**src/rtl/legv8_pkg.sv**
```systemverilog
// Shared LEGv8 control definitions: ALU operation codes, opcode patterns,
// controller state and instruction class enums.
package legv8_pkg;

  localparam logic [3:0] AluAnd   = 4'b0000;
  localparam logic [3:0] AluOr    = 4'b0001;
  localparam logic [3:0] AluAdd   = 4'b0010;
  localparam logic [3:0] AluLsl   = 4'b0011;
  localparam logic [3:0] AluLsr   = 4'b0100;
  localparam logic [3:0] AluSub   = 4'b0110;
  localparam logic [3:0] AluPassB = 4'b0111;

  localparam logic [10:0] OpAdd  = 11'b10001011000;
  localparam logic [10:0] OpSub  = 11'b11001011000;
  localparam logic [10:0] OpAnd  = 11'b10001010000;
  localparam logic [10:0] OpOrr  = 11'b10101010000;
  localparam logic [10:0] OpLdur = 11'b11111000010;
  localparam logic [10:0] OpStur = 11'b11111000000;
  localparam logic [10:0] OpLsl  = 11'b11010011011;
  localparam logic [10:0] OpLsr  = 11'b11010011010;

  localparam logic [10:0] OpCbzVal  = 11'b10110100000;
  localparam logic [10:0] OpCbzMask = 11'b11111111000;
  localparam logic [10:0] OpBVal    = 11'b00010100000;
  localparam logic [10:0] OpBMask   = 11'b11111100000;

  typedef enum logic [2:0] {
    StFetch, StDecode, StExec, StMemRd, StMemWr, StWb, StBranch, StHalt
  } state_e;

  typedef enum logic [2:0] {
    ClsRtype, ClsLoad, ClsStore, ClsCbz, ClsB, ClsShift, ClsIllegal
  } instr_class_e;

endpackage

```
**src/rtl/legv8_opdecode.sv**
```systemverilog
// Combinational opcode classifier; also selects the ALU operation per instruction.
// MULTICYCLE_SHIFT_EN enables LSL/LSR decode; otherwise they classify as illegal.
module legv8_opdecode
  import legv8_pkg::*;
(
  input  logic [10:0]  opcode_i,
  output instr_class_e cls_o,
  output logic [3:0]   alu_op_o
);

  always_comb begin
    cls_o    = ClsIllegal;
    alu_op_o = AluAnd;
    if ((opcode_i & OpBMask) == OpBVal) begin
      cls_o = ClsB;
    end else if ((opcode_i & OpCbzMask) == OpCbzVal) begin
      cls_o    = ClsCbz;
      alu_op_o = AluPassB;
    end else begin
      case (opcode_i)
        OpAdd:  begin cls_o = ClsRtype; alu_op_o = AluAdd; end
        OpSub:  begin cls_o = ClsRtype; alu_op_o = AluSub; end
        OpAnd:  begin cls_o = ClsRtype; alu_op_o = AluAnd; end
        OpOrr:  begin cls_o = ClsRtype; alu_op_o = AluOr;  end
        OpLdur: begin cls_o = ClsLoad;  alu_op_o = AluAdd; end
        OpStur: begin cls_o = ClsStore; alu_op_o = AluAdd; end
`ifdef MULTICYCLE_SHIFT_EN
        OpLsl:  begin cls_o = ClsShift; alu_op_o = AluLsl; end
        OpLsr:  begin cls_o = ClsShift; alu_op_o = AluLsr; end
`endif
        default: begin
          cls_o    = ClsIllegal;
          alu_op_o = AluAnd;
        end
      endcase
    end
  end

endmodule

```
**src/rtl/multicycle_ctrl.sv**
```systemverilog
// Multi-cycle LEGv8 control FSM: fetch/decode/execute/memory/writeback sequencing
// with ready handshakes; outputs decode from state plus the class latched at DECODE.
module multicycle_ctrl
  import legv8_pkg::*;
(
  input  logic        CLK,
  input  logic        resetl,
  input  logic [10:0] opcode,
  input  logic        zero,
  input  logic        imem_ready,
  input  logic        dmem_ready,
  output logic [3:0]  alu_ctrl,
  output logic        alu_src,
  output logic        reg2loc,
  output logic        ir_write,
  output logic        pc_write,
  output logic        pc_src,
  output logic        imem_read,
  output logic        mem_read,
  output logic        mem_write,
  output logic        mem_to_reg,
  output logic        reg_write,
  output logic        halted
);

  state_e       state_q, state_d;
  instr_class_e cls_q, cls_d, dec_cls;
  logic [3:0]   alu_op_q, alu_op_d, dec_alu_op;

  legv8_opdecode u_opdecode (
    .opcode_i (opcode),
    .cls_o    (dec_cls),
    .alu_op_o (dec_alu_op)
  );

  always_ff @(posedge CLK or negedge resetl) begin
    if (!resetl) begin
      state_q  <= StFetch;
      cls_q    <= ClsIllegal;
      alu_op_q <= AluAnd;
    end else begin
      state_q  <= state_d;
      cls_q    <= cls_d;
      alu_op_q <= alu_op_d;
    end
  end

  // Instruction class is captured only while in DECODE; later opcode changes are ignored.
  always_comb begin
    cls_d    = cls_q;
    alu_op_d = alu_op_q;
    if (state_q == StDecode) begin
      cls_d    = dec_cls;
      alu_op_d = dec_alu_op;
    end
  end

  always_comb begin
    state_d = state_q;
    unique case (state_q)
      StFetch:  if (imem_ready) state_d = StDecode;
      StDecode: begin
        if (dec_cls == ClsB)            state_d = StBranch;
        else if (dec_cls == ClsIllegal) state_d = StHalt;
        else                            state_d = StExec;
      end
      StExec: begin
        case (cls_q)
          ClsLoad:  state_d = StMemRd;
          ClsStore: state_d = StMemWr;
          ClsCbz:   state_d = StBranch;
          default:  state_d = StWb;
        endcase
      end
      StMemRd:  if (dmem_ready) state_d = StWb;
      StMemWr:  if (dmem_ready) state_d = StFetch;
      StWb:     state_d = StFetch;
      StBranch: state_d = StFetch;
      StHalt:   state_d = StHalt;
    endcase
  end

  // Gating on resetl forces every output low for as long as reset is held.
  always_comb begin
    alu_ctrl   = AluAnd;
    alu_src    = 1'b0;
    reg2loc    = 1'b0;
    ir_write   = 1'b0;
    pc_write   = 1'b0;
    pc_src     = 1'b0;
    imem_read  = 1'b0;
    mem_read   = 1'b0;
    mem_write  = 1'b0;
    mem_to_reg = 1'b0;
    reg_write  = 1'b0;
    halted     = 1'b0;
    if (resetl) begin
      // ALU controls persist from EXEC so the result stays stable downstream.
      if (state_q inside {StExec, StMemRd, StMemWr, StWb, StBranch}) begin
        alu_ctrl = alu_op_q;
        alu_src  = cls_q inside {ClsLoad, ClsStore, ClsShift};
        reg2loc  = cls_q inside {ClsStore, ClsCbz};
      end
      unique case (state_q)
        StFetch: begin
          imem_read = 1'b1;
          ir_write  = imem_ready;
          pc_write  = imem_ready;
        end
        StDecode: begin
        end
        StExec: begin
        end
        StMemRd: mem_read = 1'b1;
        StMemWr: mem_write = 1'b1;
        StWb: begin
          reg_write  = 1'b1;
          mem_to_reg = (cls_q == ClsLoad);
        end
        StBranch: begin
          pc_src   = 1'b1;
          pc_write = (cls_q == ClsB) ? 1'b1 : zero;
        end
        StHalt: halted = 1'b1;
      endcase
    end
  end

endmodule

```
**config.mk**
```make
export PLATFORM = sky130hd
export DESIGN_NAME = multicycle_ctrl
export DESIGN_NICKNAME = d
export VERILOG_FILES = /design/src/rtl/legv8_pkg.sv /design/src/rtl/legv8_opdecode.sv /design/src/rtl/multicycle_ctrl.sv
export SDC_FILE = /design/constraint.sdc
export NUM_CORES = 1
export LEC_CHECK = 0
export BUFFER_PORTS_ARGS = -buffer_cell sky130_fd_sc_hd__buf_4
export CAP_MARGIN = 5
export CORE_MARGIN = 4
export CORE_UTILIZATION = 54
export CTS_BUF_LIST = sky130_fd_sc_hd__clkbuf_8
export CTS_CLUSTER_SIZE = 28
export DETAILED_ROUTE_END_ITERATION = 8
export PLACE_DENSITY = 0.87
export SLEW_MARGIN = 20
export SYNTH_ARGS = -nofsm -noshare
export SYNTH_HDL_FRONTEND = slang
export SYNTH_SLANG_ARGS = --single-unit
```
**constraint.sdc**
```tcl
create_clock -name CLK -period 3.8 [get_ports CLK]
set_clock_uncertainty 0.15 [all_clocks]
set_input_delay 0.19 -clock CLK [delete_from_list [all_inputs] [get_ports CLK]]
set_output_delay 0.19 -clock CLK [all_outputs]
set_load 0.05 [all_outputs]
```
Yosys cells after proc, flatten, opt, wreduce, memory -nomap -nowiden
Cells that the tools add are included.
- bits in registers: 10
- input bits: 16
- output and inout bits: 15
- logic and storage cells: 74
- reductions and logical operators: 8
- mux-type cells: 38
- equality and inequality tests: 25
- operator list (operator ; count):
    11-bit == test (second input constant) ; 6
    3-bit case mux with 3 select lines ; 3
    3-bit == test (second input constant) ; 8
    1-bit two-way mux ; 22
    3-bit two-way mux ; 7
    3-bit case mux with 7 select lines ; 1
    4-bit two-way mux ; 4
    3-bit by 2-bit == test with 1-bit output (second input constant) ; 4
    8-bit == test (second input constant) ; 1
    3-bit by 1-bit == test with 1-bit output (second input constant) ; 2
    6-bit by 3-bit == test with 1-bit output (second input constant) ; 1
    2-bit inequality test (second input constant) ; 3
    5-bit nonzero test ; 1
    4-bit OR reduction ; 1
    3-bit logical NOT ; 1
    3-bit AND reduction ; 1
    3-bit nonzero test ; 1
    3-bit OR reduction ; 1
    1-bit case mux with 2 select lines ; 1
    2-bit nonzero test ; 1
    2-bit OR reduction ; 1

Longest topological paths before layout
Gate-level depths: netlist of run 1.
- depth after elaboration: 9
- depth in mapped cells: 5
- mapped depth without buffers: 4

Hierarchy
A second synthesis of run 1 with hierarchy kept.
- cells, all modules: 106
- area, all modules: 877.1 um^2
- modules (own cells, without submodules) (module ; area an instance (um^2) ; instances ; cells an instance):
    multicycle_ctrl ; 685.7 ; 1 ; 76
    legv8_opdecode ; 191.4 ; 1 ; 30

Least setup slack after synthesis of run 1
No wires, ideal clock.
- path type: reg2out
- start: reg state_q[2]
- end: out pc_write
- required time: 3.460 ns
- buffers on the path: 0
- stages on the path, launching flop included: 4
- arrival time: 3.149 ns
- path slack: 0.311 ns
- path through: dfrtp_1 nor4b_1 and2_1 a21o_1
- cells in the longest elaborated chain, start to end: 3
- RTL lines (what ; RTL line ; source):
    start: declaration ; multicycle_ctrl.sv:26 ; state_e state_q, state_d;
    start signal: assignment ; multicycle_ctrl.sv:38 ; state_q <= StFetch;
    start signal: assignment ; multicycle_ctrl.sv:42 ; state_q <= state_d;
    3-bit == test / 3-bit logical NOT (equally long branches) ; multicycle_ctrl.sv:104 ; unique case (state_q)
    1-bit case mux with 2 select lines * ; multicycle_ctrl.sv:104 ;
    1-bit two-way mux * ; multicycle_ctrl.sv:97 ; if (resetl) begin
    end: declaration ; multicycle_ctrl.sv:16 ; output logic pc_write,
Every way passes the cells marked *; elsewhere a longest branch is shown, timed or not.

Worst setup path after layout of run 1
- start: in resetl
- end: out pc_write
- cells in the longest elaborated chain, start to end: 1
- RTL lines (what ; RTL line ; source):
    start: declaration ; multicycle_ctrl.sv:7 ; input logic resetl,
    1-bit two-way mux ; multicycle_ctrl.sv:97 ;
No other way between the ends.

==> results of run 1 <==
## routing by layer
layer / share of wire [%] / vias up / track usage [%]
met5: 0 / - / 0
met4: 4.6 / 0 / 16.6
met3: 9.1 / 13 / 4.21
met2: 50 / 47 / 38.5
met1: 37 / 411 / 26.2
li1: - / 418 / -
## cells in the mapped netlist, types with 2 or more instances
cell      number
nand2_1       11
o21ai_1        8
dfrtp_1        7
nor2_1         7
a21oi_1        6
and2_1         5
a21o_1         4
nor3_1         4
mux2i_1        3
nand3_1        3
nor4b_1        3
and4bb_1       2
buf_1          2
buf_4          2
dfstp_2        2
inv_1          2
nand3b_1       2
nor3_2         2
o211ai_1       2
## worst max-delay path, stage by stage
cell	delay, ns
dlygate4sd3_1	0.53
buf_4	0.20
nor4b_1	0.34
and2_1	0.21
a21o_1	0.09
buf_4	0.19
## metrics by stage
| stage | setup slack (ns) | power, mW | cell area, um^2 | hold slack (ns) |
|---|---|---|---|---|
| global route | 1.61 | 0.253 | 1080 | 0.129 |
| detailed placement | 2.05 | 0.135 | 1030 | -0.120 |
| finish | 1.72 | 0.244 | 1080 | 0.118 |
| global placement | 2.10 | 0.134 | 1030 | -0.121 |
| floorplan | 0.311 | 0.115 | 818 | -0.256 |
| CTS | 1.71 | 0.247 | 1080 | 0.110 |
## power groups by stage
stage | combinational, mW | sequential (mW) | clock [mW]
4_1_cts | 0.0391 | 0.0963 | 0.112
3_3_place_gp | 0.0362 | 0.0976 | 0
5_1_grt | 0.0418 | 0.0962 | 0.115
2_1_floorplan | 0.0173 | 0.0976 | 0
3_5_place_dp | 0.0378 | 0.0976 | 0
6_report | 0.0390 | 0.0963 | 0.109
## kinds of logic (layout without fill, tap and decap cells)
| logic type | Yosys count | after routing |
|---|---|---|
| compound gates | 29 | 29 |
| buf+inv | 8 | 37 |
| flops | 9 | 9 |
| mux | 3 | 3 |
| other cells | 1 | 1 |
| simple gates | 47 | 47 |
## final cells by class
| type | instances | area (um^2) | share of cell area [%] |
|---|---|---|---|
| clock inverters | 1 | 3.75 | 0.346 |
| multi-input cells | 80 | 539 | 49.8 |
| inverters | 3 | 25.0 | 2.31 |
| repair buffers | 30 | 228 | 21.0 |
| clock buffers | 3 | 41.3 | 3.81 |
| well taps | 15 | 18.8 | 1.73 |
| flip-flops and latches | 9 | 228 | 21.0 |
## state kept, by name, summed over array words and instances (netlist names)
name	cells
state_q	3
cls_q	3
alu_op_q	3
## worst min path at each step
stage | endpoint | slack, ns | start | depth (start not counted)
2_1_floorplan | alu_op_q[0] | -0.26 | resetl | 0
3_3_place_gp | state_q[1] | -0.12 | resetl | 1
3_5_place_dp | state_q[1] | -0.12 | resetl | 1
4_1_cts | state_q[2] | 0.11 | dmem_ready | 3
5_1_grt | state_q[2] | 0.13 | dmem_ready | 3
6_report | state_q[2] | 0.12 | dmem_ready | 3
==> metrics, run 1 <==
most frequent cells in the layout buf_4 (29), nand2_1 (11), o21ai_1 (8); Setup Fix Bufs, Post-CTS 0; gr usage total 23.1%; max_cap viols 0; RR Endpoint cls_q[1]; ys async rst share 100%; Avg Cell Area, Syn 8.44 um^2; final hold violation count 0; Initial DRC Count 29; leading post-synthesis cells by cell area dfrtp_1 (21%), dfstp_2 (6.4%), nand2_1 (5.0%); Switching Fraction 24.1%; die height 46.9 um; post-cts resize count 0; flops & latches, synth 9; most common cell after layout, fill and taps aside buf_4; Reg2Reg Launch Point state_q[0]; die footprint 0.00220 mm^2; final worst path period share 54.8%; hold-fix buffer count after cts 1; Fill cells 96; Reg clk slew, reported paths 0.05 ns; Yosys top cell area share 21.4%; flop2flop setup slack 2.03 ns; row count 13; relative slew slack 67.4%; critical path startpoint resetl; GRT Residual Overflow 0; Critical Path AT 1.74 ns; Period minus WS final 2.08 ns; main combinational cell family by area after synthesis simple AND/OR/NAND/NOR gates; sequential element share of the synthesized area 27.8%; Port Buffers 29; synthesized area 818 um^2; Mapped Cells 97; routability congestion estimate 0.800; area delta synth->final 32.4%; Synth area leader dfrtp_1; number of synthesized flops with an enable pin 0; status completed; antenna-violating nets left 0; vias per cell 6.30; dpl hpwl 1.69 mm; Post-synth top flop dfrtp_1; Final #Nets 143; Max Clk Rate 480 MHz; pwr dens 226 mW/mm^2; VDD IR max 0.000232 V; TritonRoute pass-1 iters 5; simple-gate share of the synthesized area 37.9%; max-slew violations 0; fraction of final layout cells sized beyond drive strength 1 34.1%; Synth Warn # 0; Synth Area in Compound Gates 23.9%; Startpoint Class primary input; Initial Util 59.9%; Setup TNS 0 ns; dpl cells 136; clock network power share 44.6%; Reg power frac 39.4%; xor and xnor area share after synthesis 0%; Worst-Skew Late Latency 0.23 ns; cells on worst reg2reg path 3; Comb pwr share 16.0%; # DRC 0; via count 889; Final Non-Filler Cells 141; Power Internal 0.185 mW; antenna violations before repair 0; min-delay worst type primary input to register; post-synth cell types 39; I/O pins 31; vias in the first global route 812; CTS tree done; Post-Syn Nets 113; Synth Area in Adders 0%; Critical Path Fanout Max 13; worst slew pin tran 0.483 ns; Setup violations, final 0; Crit path required time 3.46 ns; Root Buffer clkbuf_8; clock sink count 9; WL final 2.23 mm; mux share of post-synthesis cell area 3.67%; CP Capture Type primary output; total CTS buffers 3; leakage power 0.502 nW; first-pass GRT wire length 3.51 mm; # diodes 0; Crit Path Category primary input to primary output; Die W 46.9 um; RSZ-0062 raised after global routing no; pin count of the biggest net entering global routing 15; CP Capture Point pc_write; post-DR wirelength/cell 15.8 um; Finished Core Util 79.3%; Max H-tree Level 1; core area 0.00137 mm^2; Net Switching 0.0590 mW; Max Root-Sink Buffers 2
Note: power is estimated with default switching activity, not from simulation.
==> inputs of run 2 (changes only) <==
--- a/config.mk
+++ b/config.mk
@@ -8,11 +8,11 @@
 export BUFFER_PORTS_ARGS = -buffer_cell sky130_fd_sc_hd__buf_4
 export CAP_MARGIN = 5
 export CORE_MARGIN = 4
-export CORE_UTILIZATION = 54
+export CORE_UTILIZATION = 45
 export CTS_BUF_LIST = sky130_fd_sc_hd__clkbuf_8
 export CTS_CLUSTER_SIZE = 28
 export DETAILED_ROUTE_END_ITERATION = 8
-export PLACE_DENSITY = 0.87
+export PLACE_DENSITY = 0.77
 export SLEW_MARGIN = 20
 export SYNTH_ARGS = -nofsm -noshare
 export SYNTH_HDL_FRONTEND = slang
==> constraint.sdc (replaced) <==
create_clock -name CLK -period 1.9 [get_ports CLK]
set_clock_uncertainty 0.15 [all_clocks]
set_input_delay 0.095 -clock CLK [delete_from_list [all_inputs] [get_ports CLK]]
set_output_delay 0.095 -clock CLK [all_outputs]
set_load 0.05 [all_outputs]
==> run 2 against run 1 <==
  * First-iteration DRC count down 93%
  * Clock power up 99%
  * Via count is 5.1% lower
  * Global-route usage decreased by 5.3 points
  * Critical path depth fell by 1
  * Final cell count up 9.9%
  * Sequential cell count did not move
==> metrics, run 2 (synthesis gave the netlist of run 1 again) <==
status completed; gr usage total 17.8%; leakage power 0.537 nW; most frequent cells in the layout buf_4 (31), nand2_1 (11), o21ai_1 (8); area delta synth->final 42.8%; CTS tree done; Port Buffers 29; die footprint 0.00256 mm^2; vias per cell 5.45; post-DR wirelength/cell 12.9 um; WHS Endpoint alu_op_q[2]; # diodes 0; via count 844; # DRC 0; Setup Fix Bufs, Post-CTS 0; Reg clk slew, reported paths 0.05 ns; dpl hpwl 1.57 mm; Crit path required time 1.65 ns; die height 50.6 um; Max Root-Sink Buffers 2; most common cell after layout, fill and taps aside buf_4; pwr dens 417 mW/mm^2; Reg2Reg Launch Point state_q[2]; row count 15; worst slew pin tran 0.516 ns; Worst Hold Depth 3; Root Buffer clkbuf_8; Fill cells 154; WL final 2.00 mm; total CTS buffers 3; TritonRoute pass-1 iters 4; vias in the first global route 822; final instance area 0.00117 mm^2; Die W 50.6 um; pin count of the biggest net entering global routing 14; Setup violations, final 0; core area 0.00173 mm^2; antenna-violating nets left 0; routability congestion estimate 0.871; Period minus WS final 1.82 ns; Final #Nets 147; crit path max-delay cell type dfrtp_2; Max Clk Rate 550 MHz; VDD IR max 0.000249 V; final worst setup slack 0.0833 ns; Initial DRC Count 2; CP Capture Type primary output; clock sink count 9; I/O pins 31; Max H-tree Level 1; Crit Path Category register to primary output; Worst-Skew Late Latency 0.23 ns; GRT Residual Overflow 0; Critical Path Fanout Max 8; Critical Path AT 1.57 ns; RR Endpoint cls_q[1]; min-delay worst type primary input to register; relative slew slack 65.1%; max_cap viols 0; top flop regs alu_op_q: 3 flops, cls_q: 3 flops, state_q: 3 flops; cells on worst reg2reg path 3; Total Power 0.487 mW; final worst path period share 95.6%; max-slew violations 0; Worst path max stage delay 0.45 ns; flop2flop setup slack 0.24 ns; Initial Util 47.4%; first-pass GRT wire length 3.54 mm; HP Start opcode[9]; RSZ-0062 raised after global routing yes; Placed Area 0.00109 mm^2; Setup TNS 0 ns; Startpoint Class register; fraction of final layout cells sized beyond drive strength 1 40.8%; antenna violations before repair 0; final hold violation count 0; Post-Place Setup Slack 0.239 ns; cells along the critical path buf_4 > nor4b_4 > and2_4 > a21o_1 > buf_6
[run 2: worst max path at each step]
stage | start | slack, ns | end
floorplan | state_q[1] | -0.39 | reg2loc
global placement | state_q[2] | 0.28 | cls_q[1]
detailed placement | state_q[2] | 0.24 | cls_q[1]
CTS | state_q[2] | 0.04 | pc_write
global route | state_q[2] | -0.001 | pc_write
finish | state_q[1] | 0.08 | pc_write
[run 2: power by group]
part           total (mW)  switching, mW  leakage, nW  internal, mW
registers           0.193              0       0.0816         0.193
logic              0.0779         0.0388        0.428        0.0391
clock network       0.217         0.0759       0.0269         0.141
total               0.487          0.115        0.537         0.372
[run 2: cell type report]
type                            instances  area [um^2]  share of cell area, %
Timing Repair Buffer                   34          264                   22.6
Clock buffer                            3         41.3                   3.53
Multi-Input combinational cell         80          573                   49.0
Inverter                                3         25.0                   2.14
Sequential cell                         9          230                   19.7
Clock inverter                          1         3.75                  0.321
Tap cell                               25         31.3                   2.68
[run 2: through the flow]
step | hold slack [ns] | util (%) | std cells
floorplan | -0.351 | - | 97
global route | 0.0534 | 67.7 | 155
CTS | 0.0277 | 66.9 | 155
global placement | -0.212 | 63.1 | 149
detailed placement | -0.212 | 63.1 | 149
finish | 0.0277 | 67.7 | 155
[run 2: worst max-delay path: cells and delay by family (launching register included)]
| family | cells | cell delay (ns) |
|---|---|---|
| simple gates | 2 | 0.46 |
| compound gates | 1 | 0.09 |
| flops | 1 | 0.45 |
| buf+inv | 2 | 0.33 |
[run 2: per-layer routing]
metal | wire length [um] | global-route usage, % | part of all wire, % | vias to the layer above
met5 | 0 | 0 | 0 | -
met4 | 32 | 7.62 | 1.6 | 0
met3 | 123 | 2.97 | 6.2 | 5
met2 | 1020 | 32.0 | 51 | 35
met1 | 825 | 20.4 | 41 | 380
li1 | - | - | - | 424
[run 2: repair_timing]
| action | CTS | global route |
|---|---|---|
| endpoints found under the setup margin | 0 | 5 |
| hold endpoints to repair | 10 | 0 |
| hold buffers | 2 | 0 |
| gates resized for setup | 0 | 5 |
==> inputs of run 3 (changes only) <==
--- a/config.mk
+++ b/config.mk
@@ -7,12 +7,14 @@
 export LEC_CHECK = 0
 export BUFFER_PORTS_ARGS = -buffer_cell sky130_fd_sc_hd__buf_4
 export CAP_MARGIN = 5
+export CELL_PAD_IN_SITES_DETAIL_PLACEMENT = 1
+export CELL_PAD_IN_SITES_GLOBAL_PLACEMENT = 1
 export CORE_MARGIN = 4
-export CORE_UTILIZATION = 45
+export CORE_UTILIZATION = 32
 export CTS_BUF_LIST = sky130_fd_sc_hd__clkbuf_8
 export CTS_CLUSTER_SIZE = 28
 export DETAILED_ROUTE_END_ITERATION = 8
-export PLACE_DENSITY = 0.77
+export PLACE_DENSITY_LB_ADDON = 0.1
 export SLEW_MARGIN = 20
 export SYNTH_ARGS = -nofsm -noshare
 export SYNTH_HDL_FRONTEND = slang
==> constraint.sdc (replaced) <==
create_clock -name CLK -period 1.9 [get_ports CLK]
set_clock_uncertainty 0.15 [all_clocks]
set_input_delay 0.095 -clock CLK [delete_from_list [all_inputs] [get_ports CLK]]
set_output_delay 0.095 -clock CLK [all_outputs]
set_load 0.1 [all_outputs]
==> run 3 against run 2 <==
  * Power grew 1.3%
  * Design area grew 10%
  * Sequential cell count is the same
  * Fmax grew 1.1%
  * Routed wire length grew 19%
  * Register-to-register slack gained 0.04 ns
  * Clock-buffer cell count is the same
  * First-iteration DRC count grew to 4.5 times the previous value
  * Worst setup slack gained 0.020 ns
  * Largest power group unchanged
==> metrics, run 3 (synthesis gave the netlist of run 1 again) <==
Startpoint Class register; final worst path period share 94.6%; post-DR wirelength/cell 14.7 um; core area 0.00245 mm^2; max-slew violations 0; area delta synth->final 57.0%; status completed; Switching Fraction 24.3%; Net Switching 0.120 mW; Initial DRC Count 9; Setup violations, final 0; Root Buffer clkbuf_8; gr usage total 15.5%; Comb pwr share 19.0%; row count 18; Period minus WS final 1.80 ns; # DRC 0; GRT Residual Overflow 0; total CTS buffers 3; relative slew slack 62.1%; pin count of the biggest net entering global routing 12; smallest hold slack 0.0441 ns; Reg clk slew, reported paths 0.04 ns; leakage power 0.582 nW; first-pass GRT wire length 4.16 mm; pwr dens 384 mW/mm^2; Port Buffers 29; Final Non-Filler Cells 162; delay-heaviest family, CP flip-flops; Critical Path Fanout Max 11; Reg power frac 39.0%; vias per cell 5.37; Worst-Skew Late Latency 0.22 ns; WL final 2.37 mm; crit path max-delay cell type dfrtp_2; top flop regs alu_op_q: 3 flops, cls_q: 3 flops, state_q: 3 flops; cells on worst reg2reg path 4; fraction of final layout cells sized beyond drive strength 1 50.8%; dpl cells 157; Crit Path Category register to primary output; Power Internal 0.374 mW; clock network power share 42.0%; final instance area 0.00128 mm^2; TritonRoute pass-1 iters 3; Final #Nets 149; HP Start opcode[1]; antenna violations before repair 0; final hold violation count 0; Placed Area 0.00119 mm^2; die height 58.6 um; flop2flop setup slack 0.28 ns; clock sink count 9; max_cap viols 0; Max H-tree Level 1; Reg2Reg Launch Point state_q[0]; RR Endpoint state_q[0]; CTS tree done; VDD IR max 0.000230 V; CP Depth 4; Max Root-Sink Buffers 2; Initial Util 33.3%; worst path buffer plus inverter count 2; RSZ-0062 raised after global routing no; Max Clk Rate 557 MHz; Die W 58.6 um; min-delay worst type primary input to register; final worst setup slack 0.103 ns; antenna-violating nets left 0; CP Capture Point alu_src; I/O pins 31; Crit path required time 1.65 ns; most common cell after layout, fill and taps aside buf_4; Setup Fix Bufs, Post-CTS 0; via count 870; vias in the first global route 912; # diodes 0; Worst path max stage delay 0.49 ns; cells along the critical path buf_4 > a31oi_2 > and2_2 > buf_6; most frequent cells in the layout buf_4 (28), nand2_1 (11), o21ai_1 (8); critical path startpoint state_q[1]; CP Capture Type primary output; dpl hpwl 1.97 mm; Post-Place Setup Slack 0.105 ns; worst slew pin tran 0.561 ns; Critical Path AT 1.55 ns; routability congestion estimate 0.837; die footprint 0.00343 mm^2
[run 3: final cells by class]
class / instances / area, um^2
fillers: 304 / 1170
multi-input cells: 80 / 647
repair buffers: 36 / 299
flip-flops and latches: 9 / 231
clock buffers: 3 / 41.3
well taps: 30 / 37.5
inverters: 3 / 25.0
clock inverters: 1 / 3.75
[run 3: worst min path at each step]
stage	to	cells past startpoint	slack, ns
6_report	cls_q[0]	3	0.04
5_1_grt	alu_op_q[2]	3	0.06
4_1_cts	state_q[1]	4	0.04
3_5_place_dp	alu_op_q[0]	1	-0.21
3_3_place_gp	alu_op_q[0]	1	-0.21
2_1_floorplan	alu_op_q[0]	0	-0.35
[run 3: timing repair]
item	4_1_cts	5_1_grt
setup endpoints to repair	8	4
resized for setup	7	4
hold endpoints to repair	9	0
hold buffers	1	0
[run 3: per-layer routing]
layer | wire length, um | vias up | global-route usage (%)
met5 | 0 | - | 0
li1 | - | 431 | -
met1 | 1000 | 414 | 19.0
met2 | 1240 | 23 | 28.1
met3 | 106 | 2 | 2.63
met4 | 23 | 0 | 3.88
[run 3: metrics by stage]
stage	util, %	power, mW	TNS (ns)
3_5_place_dp	48.6	0.287	0
6_report	52.3	0.493	0
5_1_grt	52.3	0.526	0
4_1_cts	51.7	0.502	0
2_1_floorplan	-	0.243	-1.84
3_3_place_gp	48.6	0.286	0
[run 3: tightest hold or removal path, stage by stage]
cell	delay, ns
buf_4	0.10
a21oi_1	0.07
o21ai_1	0.12
[run 3: power groups by stage]
stage	registers, mW	clock network [mW]	logic (mW)
finish	0.193	0.207	0.0936
global route	0.192	0.233	0.101
CTS	0.192	0.215	0.0945
detailed placement	0.195	0	0.0923
global placement	0.195	0	0.0907
floorplan	0.195	0	0.0479
